<file path="src/rtl/ahb_lite_cmd_master.sv">
// AHB-Lite single-transfer master: queued word commands issued as NONSEQ SINGLE
// transfers with overlapped address/data phases and a one-cycle response strobe.
module ahb_lite_cmd_master #(
  parameter int CMD_DEPTH = 4,
  parameter int ADDR_W    = 32,
  parameter int DATA_W    = 32
) (
  input  logic              HCLK,
  input  logic              HRESETn,
  input  logic              cmd_valid,
  output logic              cmd_ready,
  input  logic              cmd_write,
  input  logic [ADDR_W-1:0] cmd_addr,
  input  logic [DATA_W-1:0] cmd_wdata,
  output logic              rsp_valid,
  output logic              rsp_write,
  output logic [DATA_W-1:0] rsp_rdata,
  output logic              rsp_error,
  output logic              busy,
  output logic [ADDR_W-1:0] HADDR,
  output logic [1:0]        HTRANS,
  output logic              HWRITE,
  output logic [2:0]        HSIZE,
  output logic [2:0]        HBURST,
  output logic [DATA_W-1:0] HWDATA,
  input  logic [DATA_W-1:0] HRDATA,
  input  logic              HREADY,
  input  logic              HRESP
);

  localparam int PW = $clog2(CMD_DEPTH);
  localparam int CW = PW + 1;
  localparam logic [CW-1:0] FULL = CW'(CMD_DEPTH);
  localparam logic [1:0] TR_IDLE   = 2'b00;
  localparam logic [1:0] TR_NONSEQ = 2'b10;

  typedef enum logic {ST_NORMAL, ST_CANCEL} state_e;

  state_e            state_q;
  logic [PW-1:0]     wr_ptr_q, rd_ptr_q;
  logic [CW-1:0]     count_q, count_d;
  logic              fifo_write_q [CMD_DEPTH];
  logic [ADDR_W-1:0] fifo_addr_q  [CMD_DEPTH];
  logic [DATA_W-1:0] fifo_wdata_q [CMD_DEPTH];
  logic              dp_valid_q, dp_write_q;
  logic [DATA_W-1:0] dp_wdata_q;
  logic              rsp_valid_q, rsp_write_q, rsp_error_q;
  logic [DATA_W-1:0] rsp_rdata_q;
  logic              push, issue, pop, done;

  assign cmd_ready = (count_q != FULL);
  assign push      = cmd_valid & cmd_ready;
  assign issue     = (count_q != '0) & (state_q == ST_NORMAL);
  assign pop       = issue & HREADY;
  assign done      = dp_valid_q & HREADY;

  assign HTRANS = issue ? TR_NONSEQ : TR_IDLE;
  assign HADDR  = issue ? fifo_addr_q[rd_ptr_q] : '0;
  assign HWRITE = issue & fifo_write_q[rd_ptr_q];
  assign HSIZE  = 3'b010;
  assign HBURST = 3'b000;
  assign HWDATA = dp_wdata_q;

  assign rsp_valid = rsp_valid_q;
  assign rsp_write = rsp_write_q;
  assign rsp_rdata = rsp_rdata_q;
  assign rsp_error = rsp_error_q;
  assign busy      = (count_q != '0) | dp_valid_q;

  always_comb begin
    count_d = count_q;
    if (push && !pop)      count_d = count_q + CW'(1);
    else if (pop && !push) count_d = count_q - CW'(1);
  end

  // Storage is not reset: the pointers alone define which entries are live.
  always_ff @(posedge HCLK) begin
    if (push) begin
      fifo_write_q[wr_ptr_q] <= cmd_write;
      fifo_addr_q[wr_ptr_q]  <= cmd_addr & ~ADDR_W'(3);
      fifo_wdata_q[wr_ptr_q] <= cmd_wdata;
    end
  end

  always_ff @(posedge HCLK or negedge HRESETn) begin
    if (!HRESETn) begin
      wr_ptr_q <= '0;
      rd_ptr_q <= '0;
      count_q  <= '0;
    end else begin
      if (push) wr_ptr_q <= wr_ptr_q + PW'(1);
      if (pop)  rd_ptr_q <= rd_ptr_q + PW'(1);
      count_q <= count_d;
    end
  end

  // A new address accepted on the completing edge keeps the data phase occupied.
  always_ff @(posedge HCLK or negedge HRESETn) begin
    if (!HRESETn) begin
      dp_valid_q <= 1'b0;
      dp_write_q <= 1'b0;
      dp_wdata_q <= '0;
    end else if (pop) begin
      dp_valid_q <= 1'b1;
      dp_write_q <= fifo_write_q[rd_ptr_q];
      dp_wdata_q <= fifo_wdata_q[rd_ptr_q];
    end else if (done) begin
      dp_valid_q <= 1'b0;
    end
  end

  always_ff @(posedge HCLK or negedge HRESETn) begin
    if (!HRESETn) begin
      rsp_valid_q <= 1'b0;
      rsp_write_q <= 1'b0;
      rsp_rdata_q <= '0;
      rsp_error_q <= 1'b0;
    end else begin
      rsp_valid_q <= done;
      rsp_write_q <= done & dp_write_q;
      rsp_rdata_q <= (done && !dp_write_q) ? HRDATA : '0;
      rsp_error_q <= done & HRESP;
    end
  end

  // Two-cycle ERROR: idle the address phase until the slave finishes the error.
  always_ff @(posedge HCLK or negedge HRESETn) begin
    if (!HRESETn) begin
      state_q <= ST_NORMAL;
    end else begin
      case (state_q)
        ST_NORMAL: if (dp_valid_q && HRESP && !HREADY) state_q <= ST_CANCEL;
        ST_CANCEL: if (HREADY) state_q <= ST_NORMAL;
        default:   state_q <= ST_NORMAL;
      endcase
    end
  end

endmodule

</file>
<file path="config.mk">
export PLATFORM = sky130hd
export DESIGN_NAME = ahb_lite_cmd_master
export DESIGN_NICKNAME = d
export VERILOG_FILES = /design/src/rtl/ahb_lite_cmd_master.sv
export SDC_FILE = /design/constraint.sdc
export NUM_CORES = 1
export LEC_CHECK = 0
export CAP_MARGIN = 20
export CORE_UTILIZATION = 35
export DETAILED_ROUTE_END_ITERATION = 16
export GPL_TIMING_DRIVEN = 0
export SETUP_SLACK_MARGIN = 0.15
export SYNTH_ARGS = -nofsm -noshare
export SYNTH_HDL_FRONTEND = slang
export SYNTH_SLANG_ARGS = --single-unit
export TNS_END_PERCENT = 10
</file>
<file path="constraint.sdc">
create_clock -name HCLK -period 5.18 [get_ports HCLK]
set_clock_uncertainty 0.1 [all_clocks]
set_input_delay 0.518 -clock HCLK [delete_from_list [all_inputs] [get_ports HCLK]]
set_output_delay 0.518 -clock HCLK [all_outputs]
set_load 0.05 [all_outputs]
</file>
==> results.cfg, run 1 <==
[drt]
drcViolationCount = 0
dr.first_iter.drc_count = 307
drt_wl_total_um = 24800
postRouteAntennaNets = 0
drt-pass1-iter-count = 6
wire_per_inst_um = 19.1
vias = 5953
via_per_inst = 4.59

[clocking]
htree_levels = 2
post-cts-setup-buffers = 0
cts_max_path_buffers = 3
clock-root-buffer = clkbuf_16
post_cts_resized = 0
cts_tree = built
cts.sinks = 329
clkTransAtPathRegs_ns = 0.06
cts_hold_buf = 1
numCtsBuffers = 36
insertion_delay_ns = 0.50

[yosys]
synth-xor-area-share = 0.00430
netlist_instances = 563
synthAdderAreaFrac = 0.00676
ys.warnings.count = 0
syn_area_mm2 = 0.0122
synth_compound_area_frac = 0.00164
synth_simple_gate_area_frac = 0.0413
synth_top_family_by_area = multiplexers
yosysTopAreaCell = edfxtp_1
ys_seq_elements = 329
synth_mux_area_frac = 0.148
synth.area.top_cells = edfxtp_1 62%, dfrtp_1 16%, mux4_2 12%
synthDistinctLibCells = 26
netlist.area_leader.share = 0.619
syn_area_per_cell_um2 = 21.7
synth-seq-area-share = 0.777

[cells_and_area]
syn2layout_area_growth_pct = 32.5
layout_common_cells = 252 x edfxtp_1, 199 x clkdlybuf4s50_1, 77 x dfrtp_1, 64 x and2_1, 63 x mux4_2
drive_gt1_frac = 0.220
nNetsFinal = 922
final_common_cell = edfxtp_1

[power]
max-vdd-ir-drop_mv = 0.425
pwr-share-clk = 0.257
power.internal_w = 0.00667
power_frac_comb = 0.382
power.share.switching = 0.343
pwr_density_cell_mw_per_mm2 = 627
power.leakage_nw = 5.73
power_frac_seq = 0.362
p_sw_w = 0.00348

[min_path]
worstHoldPathType = input pin to async pin

[sta]
rsz0062_at_grt = no
min_period_ns = 3.65
tightestPinTransition_ns = 0.800
fmax_mhz = 274
slew_viol_final = 0
min_period_over_period = 0.704
tns_ns = 0
max_slew_margin = 0.467
hold_violations = 0
finalWorstSetupSlack_ns = 1.53
setup_viol = 0

[global_route]
track_usage = 0.141
antenna_found_initial = 2
grt-ovfl-total = 0
grt_start_max_net_pins = 60
grt_pass1_vias = 6330
grt_pass1_wl_um = 37800

[floorplanning]
initial_core_util = 0.355
die_h_um = 189
rows = 68
dieWidth_um = 189
io_pins = 212
core_area_mm2 = 0.0345
dieArea_mm2 = 0.0357

[critical_path]
crit_path_max_incr_delay_ns = 0.81
critPathBufInv = 3
worstPathMaxFanout = 10
worstPathCellList = buf_2 > clkbuf_1 > mux4_2 > and2_1 > clkdlybuf4s50_1
critical_path.slowest_cell = clkdlybuf4s50_1
reg2reg_slack_ns = 2.59
path_delay_family = buffers and inverters
arrival_ns = 3.03
worstPathRequired_ns = 4.56
worstSetupPathType = register to output pin
critPathLaunchType = register
end_kind = output pin

[placement]
place_ws_ns = 1.78
hpwl_um = 15300
gp_routability_congestion = 0.736
port_buffers = 200

[status]
status = complete, no violations

[flow_run]
cap_viol_max_count = 0
[power by group through the flow]
stage | clock, W | sequential [W] | combinational [W]
after floorplan | 0 | 0.00428 | 0.00206
after CTS | 0.00268 | 0.00369 | 0.00397
after global routing | 0.00279 | 0.00373 | 0.00412
after detailed placement | 0 | 0.00374 | 0.00395
final | 0.00261 | 0.00367 | 0.00387
after global placement | 0 | 0.00378 | 0.00387
[final cells by class]
| type | count | area (um2) |
|---|---|---|
| timing repair buffer | 206 | 2150 |
| multi-input combinational | 203 | 2520 |
| buffer | 33 | 223 |
| inverter | 5 | 18.8 |
| tap | 455 | 569 |
| clock buffer | 47 | 1010 |
| antenna | 1 | 2.50 |
| sequential | 329 | 9490 |
| fill | 2933 | 18300 |
| clock inverter | 17 | 203 |
[Yosys cell counts (all sizes together)]
master	n
edfxtp	252
dfrtp	77
and2	68
mux4	63
mux2	35
buf	23
clkbuf	10
ha	5
inv	5
nor2	4
xor2	4
nor3	3
and3	2
conb	2
nand2	2
xnor2	2
a21boi	1
a21o	1
a21oi	1
fa	1
nand2b	1
nor2b	1
[worst register-to-register path, delay by kind of cell, from the launching register on]
family / cells / cell delay [ns]
DFF: 1 / 0.44
buffers and inverters: 3 / 0.40
and+or+nand+nor: 2 / 0.64
adders and majority gates: 2 / 0.62
muxes: 1 / 0.27
[layer usage]
layer / GRT usage / wire length, um / vias up
met2: 0.233 / 11900 / 184
met4: 0.0400 / 469 / 0
met3: 0.0339 / 1520 / 35
met5: 0 / 0 / -
met1: 0.186 / 10900 / 3043
li1: - / - / 2691
[path summary, 6_finish.rpt]
path / startpoint / end / cells past startpoint
hold / removal: HRESETn / HWDATA[9] / 2
setup reg to reg: count_q[0] / count_q[1] / 8
min in group HCLK: HWDATA[8] / HWDATA[8] / 1
setup / recovery: rd_ptr_q[1] / HADDR[31] / 5
max in group asynchronous: HRESETn / HWDATA[24] / 3
hold reg to reg: HWDATA[8] / HWDATA[8] / 1
[per-stage QoR]
step / instances / hold WS, ns / total power (W) / cell area [um2] / util
global placement: 1225 / 0.389 / 0.00765 / 14800 / 0.430
detailed placement: 1230 / 0.361 / 0.00769 / 15000 / 0.434
global route: 1295 / 0.375 / 0.0106 / 16200 / 0.470
floorplan: 570 / 0.122 / 0.00635 / 12200 / -
CTS: 1295 / 0.362 / 0.0103 / 16200 / 0.470
finish: 1296 / 0.366 / 0.0102 / 16200 / 0.470
[flip-flops by register name (all words and copies together), names as in the netlist, 2 cells and up]
register and cells:
HWDATA 32, count_q 3, fifo_addr_q 120, fifo_wdata_q 128, fifo_write_q 4, rd_ptr_q 2
rsp_rdata 32, wr_ptr_q 2
[logic make-up after synthesis]
| logic type | count (synthesis) |
|---|---|
| adder cells (fa/ha/maj) | 6 |
| flip-flops | 329 |
| XOR/XNOR | 6 |
| AO/OA/AOI/OAI | 3 |
| AND/OR/NAND/NOR | 81 |
| multiplexers | 98 |
| buffers and inverters | 38 |
| other | 2 |
(Power assumes the default switching activity.)
==> inputs of run 2 (changes only) <==
==> constraint.sdc (replaced) <==
create_clock -name HCLK -period 3.4 [get_ports HCLK]
set_clock_uncertainty 0.1 [all_clocks]
set_input_delay 0.34 -clock HCLK [delete_from_list [all_inputs] [get_ports HCLK]]
set_output_delay 0.34 -clock HCLK [all_outputs]
set_load 0.05 [all_outputs]
==> run 2 against run 1 <==
Against the previous run:
- via count is 0.10% lower
- critical endpoint is now HADDR[10]
- critical path depth unchanged
- die area is the same
- final area up 0.36%
- combinational power rose by 52%
==> results.cfg, run 2 (synthesized netlist as in run 1, its figures left out) <==
[cells_and_area]
reg.largest.list = fifo_wdata_q x128, fifo_addr_q x120
fillerInstances = 2923
nNetsFinal = 922
drive_gt1_frac = 0.227
largest_reg_flops = 128
largest-register = fifo_wdata_q
final_common_cell = edfxtp_1
layout_common_cells = 252 x edfxtp_1, 177 x clkdlybuf4s50_1, 77 x dfrtp_1, 64 x and2_1, 63 x mux4_2
final_util = 0.471
finalInstanceArea_mm2 = 0.0162
syn2layout_area_growth_pct = 33.0

[critical_path]
path_delay_family = buffers and inverters
cp.depth = 5
timing.rr.end = count_q[1]
critPathBufInv = 3
critical_path.slowest_cell = clkdlybuf4s50_1
worstPathCellList = buf_6 > buf_4 > mux4_2 > and2_1 > clkdlybuf4s50_1
reg2reg_slack_ns = 0.80
worstPathRequired_ns = 2.96
critPathLaunchType = register
r2r_start = count_q[0]
worstSetupPathType = register to output pin
arrival_ns = 2.76
end_kind = output pin
crit_path_max_incr_delay_ns = 0.70
worstPathMaxFanout = 10
worstRegToRegCells = 8

[sta]
min_period_over_period = 0.942
setup_viol = 0
slew_viol_final = 0
rsz0062_at_grt = yes
tns_ns = 0
hold_violations = 0
min_period_ns = 3.20
max_slew_margin = 0.543
fmax_mhz = 312
finalWorstSetupSlack_ns = 0.197
tightestPinTransition_ns = 0.684

[drt]
vias = 5947
postRouteAntennaNets = 0
drt_wl_total_um = 24800
drt-pass1-iter-count = 6
wire_per_inst_um = 19.1
via_per_inst = 4.59
drcViolationCount = 0
dr.first_iter.drc_count = 308

[floorplanning]
die_h_um = 189
dieWidth_um = 189
initial_core_util = 0.355
io_pins = 212
rows = 68
core_area_mm2 = 0.0345
dieArea_mm2 = 0.0357

[clocking]
cts.sinks = 329
clock-root-buffer = clkbuf_16
post-cts-setup-buffers = 0
htree_levels = 2
cts_tree = built
cts_max_path_buffers = 3
clkTransAtPathRegs_ns = 0.06
insertion_delay_ns = 0.50
numCtsBuffers = 36

[placement]
port_buffers = 200
dpl_cell_area_mm2 = 0.0150
gp_routability_congestion = 0.736
hpwl_um = 15300
place_ws_ns = 0.179

[global_route]
antenna_found_initial = 2
grt-ovfl-total = 0
grt_start_max_net_pins = 60
grt_pass1_wl_um = 37800
track_usage = 0.141
grt_pass1_vias = 6334

[power]
p_total_w = 0.0154
pwr_density_cell_mw_per_mm2 = 950
power.leakage_nw = 5.99
max-vdd-ir-drop_mv = 0.496

[min_path]
worstHoldPathType = input pin to async pin

[status]
status = complete, no violations

[flow_run]
cap_viol_max_count = 0
-- run 2: cell types whose count changed in the layout (fill, tap and decap cells not counted), sizes merged --
cell | before | now
dlygate4sd2 | 0 | 2
clkdlybuf4s50 | 199 | 177
dlymetal6s2s | 0 | 20
-- run 2: worst max path at each step --
stage / from / endpoint / slack, ns
after floorplan: count_q[0] / fifo_addr_q[0][0] / 0.49
after global placement: cmd_valid / fifo_addr_q[0][12] / -1.44
after detailed placement: HREADY / count_q[1] / 0.18
after CTS: count_q[0] / HADDR[27] / 0.05
after global routing: count_q[0] / HADDR[3] / -0.002
final: rd_ptr_q[0] / HADDR[10] / 0.20
-- run 2: per-layer routing --
layer,vias to the layer above,GRT usage,wire length (um)
li1,2692,-,-
met5,-,0,0
met1,3030,0.186,10800
met4,0,0.0400,469
met2,190,0.233,11900
met3,35,0.0339,1590
-- run 2: cell type report --
cell class / count / area, um2 / share of cell area
Antenna cell: 1 / 2.50 / 0.000154
Clock inverter: 17 / 203 / 0.0125
Clock buffer: 47 / 1010 / 0.0625
Inverter: 5 / 18.8 / 0.00116
Sequential cell: 329 / 9490 / 0.584
Buffer: 33 / 231 / 0.0142
Timing Repair Buffer: 206 / 2190 / 0.135
Tap cell: 455 / 569 / 0.0350
Multi-Input combinational cell: 203 / 2520 / 0.155
-- run 2: where the power goes --
part	internal, W	switching (W)
Combinational	0.00235	0.00352
Sequential	0.00532	0.000280
Clock	0.00247	0.00150
-- run 2: what timing repair did --
item | 4_1_cts | 5_1_grt
resized for setup | 8 | 22
hold buffers | 1 | 0
setup endpoints to repair | 31 | 29
endpoints found under the hold margin | 18 | 0
-- run 2: worst reg2reg max path, cell delays in order (launching register included) --
cell     delay (ns)
dfrtp_1        0.44
nor3_2         0.12
nor3_4         0.54
buf_6          0.27
inv_1          0.07
ha_1           0.20
inv_1          0.07
fa_1           0.42
mux2_2         0.27
-- run 2: stage by stage --
stage | hold slack [ns] | cells
floorplan | -0.0556 | 570
global placement | 0.389 | 1225
detailed placement | 0.183 | 1230
CTS | 0.184 | 1295
global route | 0.197 | 1295
finish | 0.188 | 1296
